`config.mk`:
```
export PLATFORM = sky130hd
export DESIGN_NAME = dff_update_sched_flat
export DESIGN_NICKNAME = d
export VERILOG_FILES = /design/src/rtl/dff_update_sched_if.sv /design/src/rtl/dff_update_sched.sv /design/src/flat_wrapper.sv
export SDC_FILE = /design/constraint.sdc
export NUM_CORES = 1
export LEC_CHECK = 0
export ABC_AREA = 1
export BUFFER_PORTS_ARGS = -buffer_cell sky130_fd_sc_hd__buf_2
export CORE_MARGIN = 4
export CORE_UTILIZATION = 56
export DETAILED_ROUTE_END_ITERATION = 10
export GPL_TIMING_DRIVEN = 0
export MAX_ROUTING_LAYER = met4
export PLACE_DENSITY = 0.87
export SYNTH_ARGS = -nofsm -noshare
export SYNTH_HDL_FRONTEND = slang
export SYNTH_SLANG_ARGS = --single-unit
```
`constraint.sdc`:
```
create_clock -name clk -period 3.9 [get_ports clk]
set_clock_uncertainty 0.2 [all_clocks]
set_input_delay 0.585 -clock clk [delete_from_list [all_inputs] [get_ports clk]]
set_output_delay 0.585 -clock clk [all_outputs]
set_load 0.05 [all_outputs]
```
`src/rtl/dff_update_sched_if.sv`:
```
// Request/load bus of the shared-D-register update scheduler.
// The master drives the requests; the slave (scheduler) drives grant, load and register outputs.
interface dff_update_sched_if #(
   parameter int NREQ  = 4,
   parameter int WIDTH = 1,
   parameter int DW    = 2
);
   localparam int IW = (NREQ > 1) ? $clog2(NREQ) : 1;

   // Handshake: a requester holds req[i] high until ack[i] pulses for one cycle,
   // then drops it in the following cycle; dly/data are sampled only at the accept edge.
   logic [NREQ-1:0]       req;
   logic [NREQ*DW-1:0]    dly_in;
   logic [NREQ*WIDTH-1:0] data_in;
   logic [NREQ-1:0]       ack;
   logic [WIDTH-1:0]      d_out;
   logic                  d_we;
   logic [WIDTH-1:0]      q;
   logic                  busy;
   logic [IW-1:0]         grant_id;
   logic [1:0]            fsm_state;

   modport master (
      output req, dly_in, data_in,
      input  ack, d_out, d_we, q, busy, grant_id, fsm_state
   );

   modport slave (
      input  req, dly_in, data_in,
      output ack, d_out, d_we, q, busy, grant_id, fsm_state
   );
endinterface

```
`src/rtl/dff_update_sched.sv`:
```
// Round-robin scheduler: grants one requester, waits its hold-off delay,
// then strobes a one-cycle load into the shared register it keeps in q.
module dff_update_sched #(
   parameter int NREQ  = 4,
   parameter int WIDTH = 1,
   parameter int DW    = 2
) (
   input  logic               clk,
   input  logic               rst_n,
   dff_update_sched_if.slave  bus
);
   localparam int IW = (NREQ > 1) ? $clog2(NREQ) : 1;

   typedef enum logic [1:0] {IDLE = 2'd0, WAIT = 2'd1, LOAD = 2'd2} state_t;

   state_t           state, state_n;
   logic [DW-1:0]    cnt;
   logic [IW-1:0]    gid, last;
   logic [WIDTH-1:0] data_l, q_r;

   logic             found;
   logic [IW-1:0]    pick, idx;
   logic [DW-1:0]    pick_dly;
   logic [WIDTH-1:0] pick_data;

   // Search last+1, last+2, ... wrapping at NREQ-1 so the last winner has lowest priority.
   always_comb begin
      found = 1'b0;
      pick  = last;
      idx   = last;
      for (int k = 0; k < NREQ; k++) begin
         idx = (idx == IW'(NREQ - 1)) ? '0 : idx + 1'b1;
         if (!found && bus.req[idx]) begin
            found = 1'b1;
            pick  = idx;
         end
      end
   end

   always_comb begin
      pick_dly  = '0;
      pick_data = '0;
      for (int i = 0; i < NREQ; i++) begin
         if (pick == IW'(i)) begin
            pick_dly  = bus.dly_in[i*DW +: DW];
            pick_data = bus.data_in[i*WIDTH +: WIDTH];
         end
      end
   end

   always_ff @(posedge clk) begin
      if (!rst_n) state <= IDLE;
      else        state <= state_n;
   end

   always_comb begin
      state_n   = state;
      bus.ack   = '0;
      bus.d_we  = 1'b0;
      bus.d_out = '0;
      bus.busy  = 1'b0;
      case (state)
         IDLE: if (found) state_n = (pick_dly == '0) ? LOAD : WAIT;
         WAIT: begin
            bus.busy = 1'b1;
            if (cnt == DW'(1)) state_n = LOAD;
         end
         LOAD: begin
            bus.busy  = 1'b1;
            bus.d_we  = 1'b1;
            bus.ack   = NREQ'(1) << gid;
            bus.d_out = data_l;
            state_n   = IDLE;
         end
         default: state_n = IDLE;
      endcase
   end

   always_ff @(posedge clk) begin
      if (!rst_n) begin
         cnt    <= '0;
         gid    <= '0;
         last   <= IW'(NREQ - 1);
         data_l <= '0;
         q_r    <= '0;
      end else begin
         case (state)
            IDLE: if (found) begin
               gid    <= pick;
               last   <= pick;
               data_l <= pick_data;
               if (pick_dly != '0) cnt <= pick_dly;
            end
            WAIT:    cnt <= cnt - 1'b1;
            LOAD:    q_r <= data_l;
            default: ;
         endcase
      end
   end

   assign bus.q         = q_r;
   assign bus.grant_id  = gid;
   assign bus.fsm_state = state;
endmodule
```
`src/flat_wrapper.sv`:
```
// flat-port wrapper written by rule: the top's interface ports become plain ports
module dff_update_sched_flat 
#(
   parameter int NREQ  = 4,
   parameter int WIDTH = 1,
   parameter int DW    = 2
)
  (clk, rst_n, bus_req, bus_dly_in, bus_data_in, bus_ack, bus_d_out, bus_d_we, bus_q, bus_busy, bus_grant_id, bus_fsm_state);
  dff_update_sched_if #(.NREQ(NREQ), .WIDTH(WIDTH), .DW(DW)) bus_i ();
  input  logic clk;
  input  logic rst_n;
  input wire logic [$bits(bus_i.req)-1:0] bus_req;
  input wire logic [$bits(bus_i.dly_in)-1:0] bus_dly_in;
  input wire logic [$bits(bus_i.data_in)-1:0] bus_data_in;
  output wire logic [$bits(bus_i.ack)-1:0] bus_ack;
  output wire logic [$bits(bus_i.d_out)-1:0] bus_d_out;
  output wire logic [$bits(bus_i.d_we)-1:0] bus_d_we;
  output wire logic [$bits(bus_i.q)-1:0] bus_q;
  output wire logic [$bits(bus_i.busy)-1:0] bus_busy;
  output wire logic [$bits(bus_i.grant_id)-1:0] bus_grant_id;
  output wire logic [$bits(bus_i.fsm_state)-1:0] bus_fsm_state;
  assign bus_i.req = bus_req;
  assign bus_i.dly_in = bus_dly_in;
  assign bus_i.data_in = bus_data_in;
  assign bus_ack = bus_i.ack;
  assign bus_d_out = bus_i.d_out;
  assign bus_d_we = bus_i.d_we;
  assign bus_q = bus_i.q;
  assign bus_busy = bus_i.busy;
  assign bus_grant_id = bus_i.grant_id;
  assign bus_fsm_state = bus_i.fsm_state;
  dff_update_sched #(.NREQ(NREQ), .WIDTH(WIDTH), .DW(DW)) u_core (.clk(clk), .rst_n(rst_n), .bus(bus_i));
endmodule
```
* After elaboration in Yosys (flattened, before gate mapping)
Index checks and enable logic that the tools add are counted. Widths: inputs -> output; s select.
Storage, ports and cells: register bits 10, bits in read-only memories 0, memories kept 0, bits in latches 0, logic and storage cells 83, bits in writable memories 0, output and inout bits 12, bits of input ports 18
Operators by class: bitwise gates (word level) 0, mux-type cells 39, shift-type cells 1, reductions and logical operators 15, divide/modulo/power cells 0, $add $sub $neg 5, $mul 0, order comparisons 4, equality and inequality tests 13
Operator list (number):
- $mux 2 | 17
- $mux 1 | 15
- $eq 2x2->1 const B | 7
- $lt 2x3->1 const B | 4
- $add 2x1->2 const B | 4
- $bmux 1 s2 | 4
- $pmux 2 s2 | 2
- $eq 2x1->1 const B | 3
- $logic_not 2->1 | 3
- $ne 2x1->1 const B | 3
- $mux 4 | 1
- $reduce_and 2->1 | 2
- $reduce_bool 2->1 | 2
- $shl 1x2->4 const A | 1
- $logic_and 1x1->1 | 3
- $logic_not 1->1 | 3
- $reduce_and 3->1 | 1
- $reduce_or 2->1 | 1
- $sub 2x1->2 const B | 1

* Longest topological paths before layout
word-level depth 23, gate-level depth with buffers 22, depth with buffers taken out 20

* Worst setup path after synthesis
Ideal clock, no wire load.
kind register to output, from register u_core.state[1], in the netlist u_core.bus.fsm_state[1], to output port bus_ack[0], data required time 3.115 ns, path buffers 0, stages on the path, launching flop included 4, arrival time 2.490 ns, slack 0.625 ns, cells stage by stage dfxtp_1 -> ha_1 -> inv_1 -> nor3_1
On the way: word-level cells in the longest chain between the ends 2
Ends and longest elaborated chain:
- start, declared | RTL line dff_update_sched.sv:16 | state_t state, state_n;
- start signal, assigned | RTL line dff_update_sched.sv:53 | else state <= state_n;
- $eq 2x2->1 | RTL line dff_update_sched.sv:62 | case (state)
- $mux 4 | RTL line dff_update_sched.sv:62
- end, declared | RTL line flat_wrapper.sv:15 | output wire logic [$bits(bus_i.ack)-1:0] bus_ack;
Every way passes these cells.

* Final worst setup path
from register u_core.last[0], to register u_core.cnt[1]
On the way: word-level cells in the longest chain between the ends 22, elaborated cells between the ends (all ways) 49, those cells by class add/sub (4); eq/ne (9); mux (27); reduce/logical (9)
Ends and longest elaborated chain:
- start, declared | RTL line dff_update_sched.sv:18 | logic [IW-1:0] gid, last;
- start signal, assigned | RTL line dff_update_sched.sv:83 | last <= IW'(NREQ - 1);
- start signal, assigned | RTL line dff_update_sched.sv:90 | last <= pick;
- branches (longest 22 deep; another with $add 2x1->2)
- end signal, assigned | RTL line dff_update_sched.sv:92 | if (pick_dly != '0) cnt <= pick_dly;
- end signal, assigned | RTL line dff_update_sched.sv:94 | WAIT: cnt <= cnt - 1'b1;
- end, declared | RTL line dff_update_sched.sv:17 | logic [DW-1:0] cnt;
Parallel ways; which one is timed is not known. The select of a mux whose other input is x is not followed. A chain may end at the register's enable or synchronous reset.

==> reports/results.ini <==
[floorplanning]
die_y_um = 52.1
dieArea_um2 = 2720
initial_core_util = 0.612
io_pins = 30
design.core.area_um2 = 1780
rows = 15
die_w_um = 52.1

[timing]
drv_slew = 0
setup_violations = 0
hold_viol = 0
min_period_over_period = 0.705
rsz0062_at_grt = false
finalCriticalPeriod_ns = 2.75
tns_ns = 0
worstMarginPinSlew_ns = 0.407
maxSlewHeadroom = 0.727
clock.fmax_mhz = 364

[placed_design]
place_hpwl_um = 2110
port_buffers = 29
place_congestion = 0.886

[clock_tree]
numCtsBuffers = 3
cts_root_buf = clkbuf_4
clk_path_buf_depth = 2
post-cts-setup-buffer-count = 0
cts_sinks = 10
cts_tree = built
clk_pin_slew_ns = 0.07
insertion_delay_ns = 0.27
ctsHoldBuffers = 0
ctsResizeCount = 0
cts_max_level = 1

[global_routing]
grt_max_degree = 11
overflow = 0
grt_antenna_before_repair = 0
grt_pass1_wl_um = 4340
grt_pass1_vias = 1074
grtUsageTotal = 0.208

[setup_path]
critical_path_arrival_ns = 2.71
regToRegSetupSlack_ns = 1.15
crit_fanout = 10
crit_type = flip-flop to flip-flop
end_kind = flip-flop
cp_data_required_time_ns = 3.86
start_kind = flip-flop

[yosys]
synth_nets = 196
synth_warnings = 0
synth_cells = 173
synth-seq-cells = 10
syn_area_per_cell_um2 = 6.31
ys_seq_area_frac = 0.183
synthesis.area_um2 = 1090
ys_types = 23

[detailed_routing]
drt_wl_total_um = 2460
dr.pass1.iters = 6
vias = 1215
wl_per_cell_um = 10.7
remaining_drc_errors = 0
vias_per_cell = 5.26
drt-initial-drc-count = 25
drtAntennaViolNets = 0

[run_status]
status = finished clean

[finish]
multi_input_area_um2 = 767
nNetsFinal = 230
num_antenna_cells = 0
drive_gt1_frac = 0.335
syn2layout_area_growth_pct = 19.5
nFillCells = 154
fin_util = 0.731
seq_area_um2 = 200

[hold_path]
hold_path.class = flip-flop to flip-flop

[job]
maxCapViolCount = 0

## state kept, by name, indices dropped and copies added (netlist names)
register,cells
u_core.bus.fsm_state,2
u_core.bus.grant_id,2
u_core.bus.q,1
u_core.cnt,2
u_core.data_l,1
u_core.last,2
## final cells by class
| class | instances | area share |
|---|---|---|
| buffer | 4 | 0.0317 |
| multi-input combinational | 137 | 0.588 |
| tap | 25 | 0.0240 |
| sequential | 10 | 0.154 |
| clock buffer | 4 | 0.0278 |
| timing repair buffer | 29 | 0.111 |
| inverter | 22 | 0.0633 |
## per-stage QoR
stage,setup slack [ns],std cells,cell area (µm²),hold WS (ns)
3_3_place_gp,1.24,227,1270,0.245
4_1_cts,1.14,231,1300,0.283
3_5_place_dp,1.17,227,1270,0.274
5_1_grt,0.965,231,1300,0.318
6_report,1.15,231,1300,0.280
2_1_floorplan,0.625,173,1090,0.251
## routing by layer
| layer | up-vias | track usage | wire length, µm |
|---|---|---|---|
| met5 | - | - | 0 |
| met4 | 0 | 0.0255 | 21 |
| met3 | 4 | 0.0430 | 184 |
| met2 | 52 | 0.354 | 1140 |
| met1 | 532 | 0.263 | 1120 |
| li1 | 627 | - | - |
## worst max-delay path: stages, from the launching register on
cell	delay [ns]
dfxtp_1	0.42
ha_1	0.26
buf_4	0.17
inv_2	0.12
nand2_1	0.11
nand2_4	0.09
nand2_1	0.09
nand2_4	0.11
nand4_4	0.10
inv_2	0.08
nand2_1	0.06
nand2_2	0.08
buf_6	0.14
nand3_1	0.09
nand3_2	0.08
nand2_2	0.07
nand2_2	0.07
nand2_2	0.07
a21oi_1	0.16
nor2_1	0.06
## cell usage after synthesis, drive strengths merged
cell type / instances / area share
nand2: 72 / 0.31
nand3: 23 / 0.13
inv: 22 / 0.076
dfxtp: 10 / 0.18
o21ai: 9 / 0.048
a21oi: 8 / 0.037
nor2: 6 / 0.025
ha: 5 / 0.057
buf: 4 / 0.038
nor3: 4 / 0.018
a31oi: 3 / 0.017
nand3b: 3 / 0.021
nand4: 2 / 0.025
a21boi: 1 / 0.0069
o211ai: 1 / 0.0069
## kinds of logic (layout without fill, tap and decap cells)
kind of cell             after synthesis  after routing  share of synthesized area
AO/OA/AOI/OAI                         22             22                      0.116
adder cells (fa/ha/maj)                5              5                     0.0573
buffers and inverters                 26             59                      0.114
flip-flops                            10             10                      0.183
AND/OR/NAND/NOR                      110            110                      0.530
## cell usage in the layout (no fill, tap or decap), drive strengths merged
cell	count
nand2	72
nor3	4
o211ai	1
nand3b	3
a31oi	3
nand4	2
a21oi	8
inv	22
nand3	23
clkbuf	4
dfxtp	10
ha	5
o21ai	9
nor2	6
buf	33
a21boi	1
## worst paths after layout
path	from	to	depth (start not counted)
max reg2reg	u_core.last[0]	u_core.cnt[1]	19
max	u_core.last[0]	u_core.cnt[1]	19
min reg2reg	u_core.bus.q	u_core.bus.q	2
min	u_core.bus.q	u_core.bus.q	2
Power is left out: the tool's default activity adds up to more than one toggle a clock period on the data nets, which glitch-free logic cannot reach.
